### src/rtl/cpu_pkg.sv
// Shared CPU constants: opcodes that take a zero-extended immediate, fixed register indices and widths.
package cpu_pkg;

   localparam int DATA_W = 32;
   localparam int REG_AW = 5;

   localparam logic [5:0] OP_SLTIU = 6'h0B;
   localparam logic [5:0] OP_ANDI  = 6'h0C;
   localparam logic [5:0] OP_ORI   = 6'h0D;
   localparam logic [5:0] OP_XORI  = 6'h0E;

   localparam logic [REG_AW-1:0] REG_ZERO = 5'd0;
   localparam logic [REG_AW-1:0] REG_RA   = 5'd31;

   // Logical immediates are unsigned; everything else sign-extends.
   function automatic logic imm_is_zero_ext(input logic [5:0] opcode);
      return (opcode == OP_SLTIU) || (opcode == OP_ANDI) ||
             (opcode == OP_ORI)   || (opcode == OP_XORI);
   endfunction

endpackage

### src/rtl/instr_decode_if.sv
// Decode-stage bus: instruction and write-back inputs in, operands/immediate/debug data out.
// Jal and link_addr exist only when JAL_LINK_EN is defined.
interface instr_decode_if;
   import cpu_pkg::*;

   logic [DATA_W-1:0] Instruction;
   logic              RegWrite;
   logic              RegDst;
   logic              MemtoReg;
`ifdef JAL_LINK_EN
   logic              Jal;
   logic [DATA_W-1:0] link_addr;
`endif
   logic [DATA_W-1:0] ALU_result;
   logic [DATA_W-1:0] mem_data;
   logic [DATA_W-1:0] read_data_1;
   logic [DATA_W-1:0] read_data_2;
   logic [DATA_W-1:0] imm_extended;
   logic [REG_AW-1:0] dbg_addr;
   logic [DATA_W-1:0] dbg_data;

   // No handshake: every input is sampled each cycle and outputs are combinational.
   modport master (
      output Instruction, RegWrite, RegDst, MemtoReg,
`ifdef JAL_LINK_EN
      output Jal, link_addr,
`endif
      output ALU_result, mem_data, dbg_addr,
      input  read_data_1, read_data_2, imm_extended, dbg_data
   );

   modport slave (
      input  Instruction, RegWrite, RegDst, MemtoReg,
`ifdef JAL_LINK_EN
      input  Jal, link_addr,
`endif
      input  ALU_result, mem_data, dbg_addr,
      output read_data_1, read_data_2, imm_extended, dbg_data
   );

endinterface

### src/rtl/reg_file_32x32.sv
// 32x32 register file: async active-low clear, two read ports plus a debug port, one write port.
module reg_file_32x32
   import cpu_pkg::*;
(
   input  logic              clk,
   input  logic              reset,
   input  logic              we,
   input  logic [REG_AW-1:0] waddr,
   input  logic [DATA_W-1:0] wdata,
   input  logic [REG_AW-1:0] raddr_1,
   input  logic [REG_AW-1:0] raddr_2,
   input  logic [REG_AW-1:0] dbg_addr,
   output logic [DATA_W-1:0] rdata_1,
   output logic [DATA_W-1:0] rdata_2,
   output logic [DATA_W-1:0] dbg_data
);

   logic [DATA_W-1:0] regs_q [32];
   logic [DATA_W-1:0] regs_d [32];

   // Entry 0 is never written, so it holds its reset value of zero forever.
   always_comb begin
      for (int i = 0; i < 32; i++) regs_d[i] = regs_q[i];
      if (we && (waddr != REG_ZERO)) regs_d[waddr] = wdata;
   end

   always_ff @(posedge clk or negedge reset) begin
      if (!reset) begin
         for (int i = 0; i < 32; i++) regs_q[i] <= '0;
      end else begin
         for (int i = 0; i < 32; i++) regs_q[i] <= regs_d[i];
      end
   end

   // Reads see the pre-edge contents; no write bypass.
   always_comb begin
      rdata_1  = (raddr_1  == REG_ZERO) ? '0 : regs_q[raddr_1];
      rdata_2  = (raddr_2  == REG_ZERO) ? '0 : regs_q[raddr_2];
      dbg_data = (dbg_addr == REG_ZERO) ? '0 : regs_q[dbg_addr];
   end

endmodule

### src/rtl/instr_decode.sv
// Decode/register-file stage: field slicing, write-back muxing and immediate extension.
// Optional JAL_LINK_EN adds the jal link write of link_addr into register 31.
module instr_decode
   import cpu_pkg::*;
(
   input  logic           clk,
   input  logic           reset,
   instr_decode_if.slave  bus
);

   logic [5:0]        opcode;
   logic [REG_AW-1:0] rs;
   logic [REG_AW-1:0] rt;
   logic [REG_AW-1:0] rd;
   logic [15:0]       imm;
   logic              wr_en;
   logic [REG_AW-1:0] wr_addr;
   logic [DATA_W-1:0] wr_data;

   always_comb begin
      opcode = bus.Instruction[31:26];
      rs     = bus.Instruction[25:21];
      rt     = bus.Instruction[20:16];
      rd     = bus.Instruction[15:11];
      imm    = bus.Instruction[15:0];
   end

   // Jal outranks the controller's selects for both destination and data.
   always_comb begin
      wr_en   = bus.RegWrite;
      wr_addr = bus.RegDst ? rd : rt;
      wr_data = bus.MemtoReg ? bus.mem_data : bus.ALU_result;
`ifdef JAL_LINK_EN
      if (bus.Jal) begin
         wr_en   = 1'b1;
         wr_addr = REG_RA;
         wr_data = bus.link_addr;
      end
`endif
   end

   always_comb begin
      if (imm_is_zero_ext(opcode)) bus.imm_extended = {16'h0000, imm};
      else                         bus.imm_extended = {{16{imm[15]}}, imm};
   end

   reg_file_32x32 u_reg_file (
      .clk      (clk),
      .reset    (reset),
      .we       (wr_en),
      .waddr    (wr_addr),
      .wdata    (wr_data),
      .raddr_1  (rs),
      .raddr_2  (rt),
      .dbg_addr (bus.dbg_addr),
      .rdata_1  (bus.read_data_1),
      .rdata_2  (bus.read_data_2),
      .dbg_data (bus.dbg_data)
   );

endmodule

### src/flat_wrapper.sv
// flat-port wrapper written by rule: the top's interface ports become plain ports
module instr_decode_flat import cpu_pkg::*;
  (clk, reset, bus_Instruction, bus_RegWrite, bus_RegDst, bus_MemtoReg, bus_ALU_result, bus_mem_data, bus_dbg_addr, bus_read_data_1, bus_read_data_2, bus_imm_extended, bus_dbg_data);
  instr_decode_if bus_i ();
  input  logic clk;
  input  logic reset;
  input wire logic [$bits(bus_i.Instruction)-1:0] bus_Instruction;
  input wire logic [$bits(bus_i.RegWrite)-1:0] bus_RegWrite;
  input wire logic [$bits(bus_i.RegDst)-1:0] bus_RegDst;
  input wire logic [$bits(bus_i.MemtoReg)-1:0] bus_MemtoReg;
  input wire logic [$bits(bus_i.ALU_result)-1:0] bus_ALU_result;
  input wire logic [$bits(bus_i.mem_data)-1:0] bus_mem_data;
  input wire logic [$bits(bus_i.dbg_addr)-1:0] bus_dbg_addr;
  output wire logic [$bits(bus_i.read_data_1)-1:0] bus_read_data_1;
  output wire logic [$bits(bus_i.read_data_2)-1:0] bus_read_data_2;
  output wire logic [$bits(bus_i.imm_extended)-1:0] bus_imm_extended;
  output wire logic [$bits(bus_i.dbg_data)-1:0] bus_dbg_data;
  assign bus_i.Instruction = bus_Instruction;
  assign bus_i.RegWrite = bus_RegWrite;
  assign bus_i.RegDst = bus_RegDst;
  assign bus_i.MemtoReg = bus_MemtoReg;
  assign bus_i.ALU_result = bus_ALU_result;
  assign bus_i.mem_data = bus_mem_data;
  assign bus_i.dbg_addr = bus_dbg_addr;
  assign bus_read_data_1 = bus_i.read_data_1;
  assign bus_read_data_2 = bus_i.read_data_2;
  assign bus_imm_extended = bus_i.imm_extended;
  assign bus_dbg_data = bus_i.dbg_data;
  instr_decode u_core (.clk(clk), .reset(reset), .bus(bus_i));
endmodule
### config.mk
export PLATFORM = sky130hd
export DESIGN_NAME = instr_decode_flat
export DESIGN_NICKNAME = d
export VERILOG_FILES = /design/src/rtl/cpu_pkg.sv /design/src/rtl/instr_decode_if.sv /design/src/rtl/reg_file_32x32.sv /design/src/rtl/instr_decode.sv /design/src/flat_wrapper.sv
export SDC_FILE = /design/constraint.sdc
export NUM_CORES = 2
export LEC_CHECK = 0
export BUFFER_PORTS_ARGS = -buffer_cell sky130_fd_sc_hd__clkbuf_2
export CAP_MARGIN = 10
export CORE_UTILIZATION = 49
export DETAILED_ROUTE_END_ITERATION = 10
export PLACE_DENSITY = 0.65
export SLEW_MARGIN = 20
export SYNTH_ARGS = -nofsm -noshare
export SYNTH_HDL_FRONTEND = slang
export SYNTH_SLANG_ARGS = --single-unit
### constraint.sdc
create_clock -name clk -period 6.1 [get_ports clk]
set_input_delay 1.22 -clock clk [delete_from_list [all_inputs] [get_ports clk]]
set_output_delay 1.22 -clock clk [all_outputs]
set_load 0.03 [all_outputs]
==> flow_metrics.py <==
metrics = {
    "outcome": {
        "outcome": "complete, no violations",
    },
    "clocking": {
        "cts_setup_buffers": 0,
        "clk_pin_slew_ns": 0.06,
        "cts_root_buf": "clkbuf_16",
        "numClockSinks": 1024,
        "clock_latency_ns": 0.74,
        "cts.repair.resized": 0,
        "cts_hold_buf": 0,
        "cts_made_buffers": 114,
        "cts.htree.levels": 3,
        "cts_tree": "built",
        "clock_path_buffers": 3,
    },
    "logic_synthesis": {
        "syn_inst": 4541,
        "synth_edf_count": 0,
        "synth-async-reset-ratio_pct": 100,
        "ys_seq_area_share_pct": 39.2,
        "syn_avg_cell_area_um2": 14.4,
        "synth_fp_nets": 4647,
        "postSynth.topFlopCell": "dfrtp_1",
        "synth_area_mm2": 0.0653,
        "synth_cell_type_count": 54,
        "synth_warnings": 0,
        "synth_seq_cells": 1024,
    },
    "job": {
        "drv_cap": 0,
    },
    "layout": {
        "nets": 4572,
        "design_area_mm2": 0.0713,
        "n_antenna_cell": 0,
        "final_common_cell": "dfrtp_1",
        "reg_top3": "u_core.u_reg_file.regs_q: 1024 flops",
        "regMostFlops": "u_core.u_reg_file.regs_q",
        "drive_above_1_share_pct": 50.2,
        "seq_area_mm2": 0.0256,
        "fillers": 10800,
        "mostFrequentLayoutCells": "dfrtp_1, mux2_2, mux4_2",
        "utilization_pct": 54.1,
        "area_growth_pct": 9.20,
        "multi_input_area_mm2": 0.0364,
        "largest_register_ffs": 1024,
    },
    "global_routing": {
        "grt_use_total_pct": 35.0,
        "grt-ovfl-total": 0,
        "grt_first_pass_wirelength_um": 342000,
        "grt_max_degree": 166,
        "antenna_found_initial": 6,
        "grt_pass1_vias": 45800,
    },
    "sta": {
        "grt_setup_unrepaired": "false",
        "fmax_ghz": 0.183,
        "tns_ns": 0,
        "hold_violations": 0,
        "fin_skew_ns": 0,
        "relSlewSlack_pct": 14.4,
        "fin_crit_sh_pct": 89.6,
        "finalMaxSlewViolations": 0,
        "tightest_slew_ns": 1.28,
        "final.setup.worst_slack_ns": 0.636,
        "min_period_ns": 5.46,
        "setup_viol": 0,
    },
    "worst_setup_path": {
        "critPathMaxStageDelay_ns": 0.95,
        "criticalPathCategory": "primary input to primary output",
        "crit_path_top_delay_cell": "a211oi_1",
        "cp_max_fo": 45,
        "cp.arrival_ns": 4.24,
        "worst_setup_path_start_kind": "primary input",
        "required_ns": 4.88,
        "crit_chain": "buf_4 -> or3_4 -> o221ai_1 -> a221oi_1 -> a211oi_1 -> clkbuf_2",
        "end_kind": "primary output",
        "critPathBufInv": 2,
        "cp_top_family": "compound AO/OA/AOI/OAI gates",
    },
    "drt": {
        "wl_per_cell_um": 37.4,
        "vias": 45900,
        "postRouteAntennaNets": 0,
        "drc_errors": 0,
        "drt_iter0_markers": 5979,
        "routed_wirelength_um": 236000,
        "viasPerCell": 7.27,
        "firstDrtPassIters": 7,
    },
    "power": {
        "leakagePower_uw": 0.0306,
        "ir_drop_mv": 0.288,
        "pwr_density_cell_mw_per_mm2": 340,
    },
    "min_path": {
        "hold_path.class": "flip-flop to flip-flop",
    },
    "place": {
        "io_buffers": 211,
        "place_area_mm2": 0.0673,
        "gp_congestion": 0.888,
        "dp_slack_ns": 0.727,
        "dpl.hpwl_um": 141000,
    },
    "floorplan": {
        "die_x_um": 367,
        "die_height_um": 367,
        "coreArea_mm2": 0.132,
        "initial_core_util_pct": 49.5,
        "die_area_mm2": 0.135,
        "core.rowCount": 133,
        "pin_count": 234,
    },
}
[metal layers]
layer  GRT usage (%)  share of wire [%]
met1            47.1                 39
met4            19.9                6.4
met2            51.3                 44
met5               0              0.024
met3            9.07                 11
[cells by family (layout without fill, tap and decap cells)]
family          Yosys count  in the layout  synth area share, %
xor+xnor                  1              1               0.0134
compound gates          571            571                 6.57
flops                  1024           1024                 39.2
simple gates            274            274                 2.48
mux                    2082           2082                 46.3
buf+inv                 589            606                 5.39
[cell type report]
cell class	instances	area share [%]
multi-input cells	2928	51.0
flip-flops and latches	1024	35.9
clock buffers	159	4.62
well taps	1755	3.08
repair buffers	394	4.32
inverters	4	0.0281
clock inverters	49	1.04
[power by group]
part	total [uW]	switching, uW	internal, uW
clock	7520	3020	4500
sequential	10100	1720	8420
combinational	6570	2780	3790
total	24200	7530	16700
[synth_stat cells, types with 64 or more instances]
cell type | count | share of area, %
mux2i_1 | 384 | 5.9
a211oi_1 | 96 | 1.1
mux4_2 | 576 | 20
buf_2 | 93 | 0.71
o221ai_1 | 64 | 0.86
nor2b_1 | 71 | 0.68
mux2_4 | 207 | 4.8
a221oi_1 | 77 | 1.0
a22oi_1 | 96 | 1.1
mux2_2 | 840 | 14
nand2_1 | 101 | 0.58
buf_4 | 102 | 1.2
dfrtp_1 | 1024 | 39
a311oi_1 | 64 | 0.86
mux2_1 | 74 | 1.3
buf_6 | 102 | 1.8
o21ai_0 | 96 | 0.74
clkbuf_1 | 277 | 1.6
[through the flow]
| stage | hold WS [ns] | instances | power, uW |
|---|---|---|---|
| global route | 0.427 | 6313 | 25100 |
| floorplan | 0.458 | 4541 | 14600 |
| CTS | 0.419 | 6313 | 24100 |
| detailed placement | 0.406 | 6105 | 16600 |
| global placement | 0.394 | 6101 | 16500 |
| finish | 0.419 | 6313 | 24200 |
[final timing paths]
check                      cells after the start  slack, ns                            from                             end
max in group asynchronous                      2       4.16                           reset   u_core.u_reg_file.regs_q[678]
max                                            6       0.64             bus_Instruction[19]              bus_read_data_2[4]
min reg2reg                                    0       0.42  u_core.u_reg_file.regs_q[1009]  u_core.u_reg_file.regs_q[1009]
min                                            0       0.42  u_core.u_reg_file.regs_q[1009]  u_core.u_reg_file.regs_q[1009]
min in group asynchronous                      1       0.47                           reset    u_core.u_reg_file.regs_q[83]
max reg2reg                                    1       5.26    u_core.u_reg_file.regs_q[22]    u_core.u_reg_file.regs_q[22]
(Power assumes the default switching activity.)
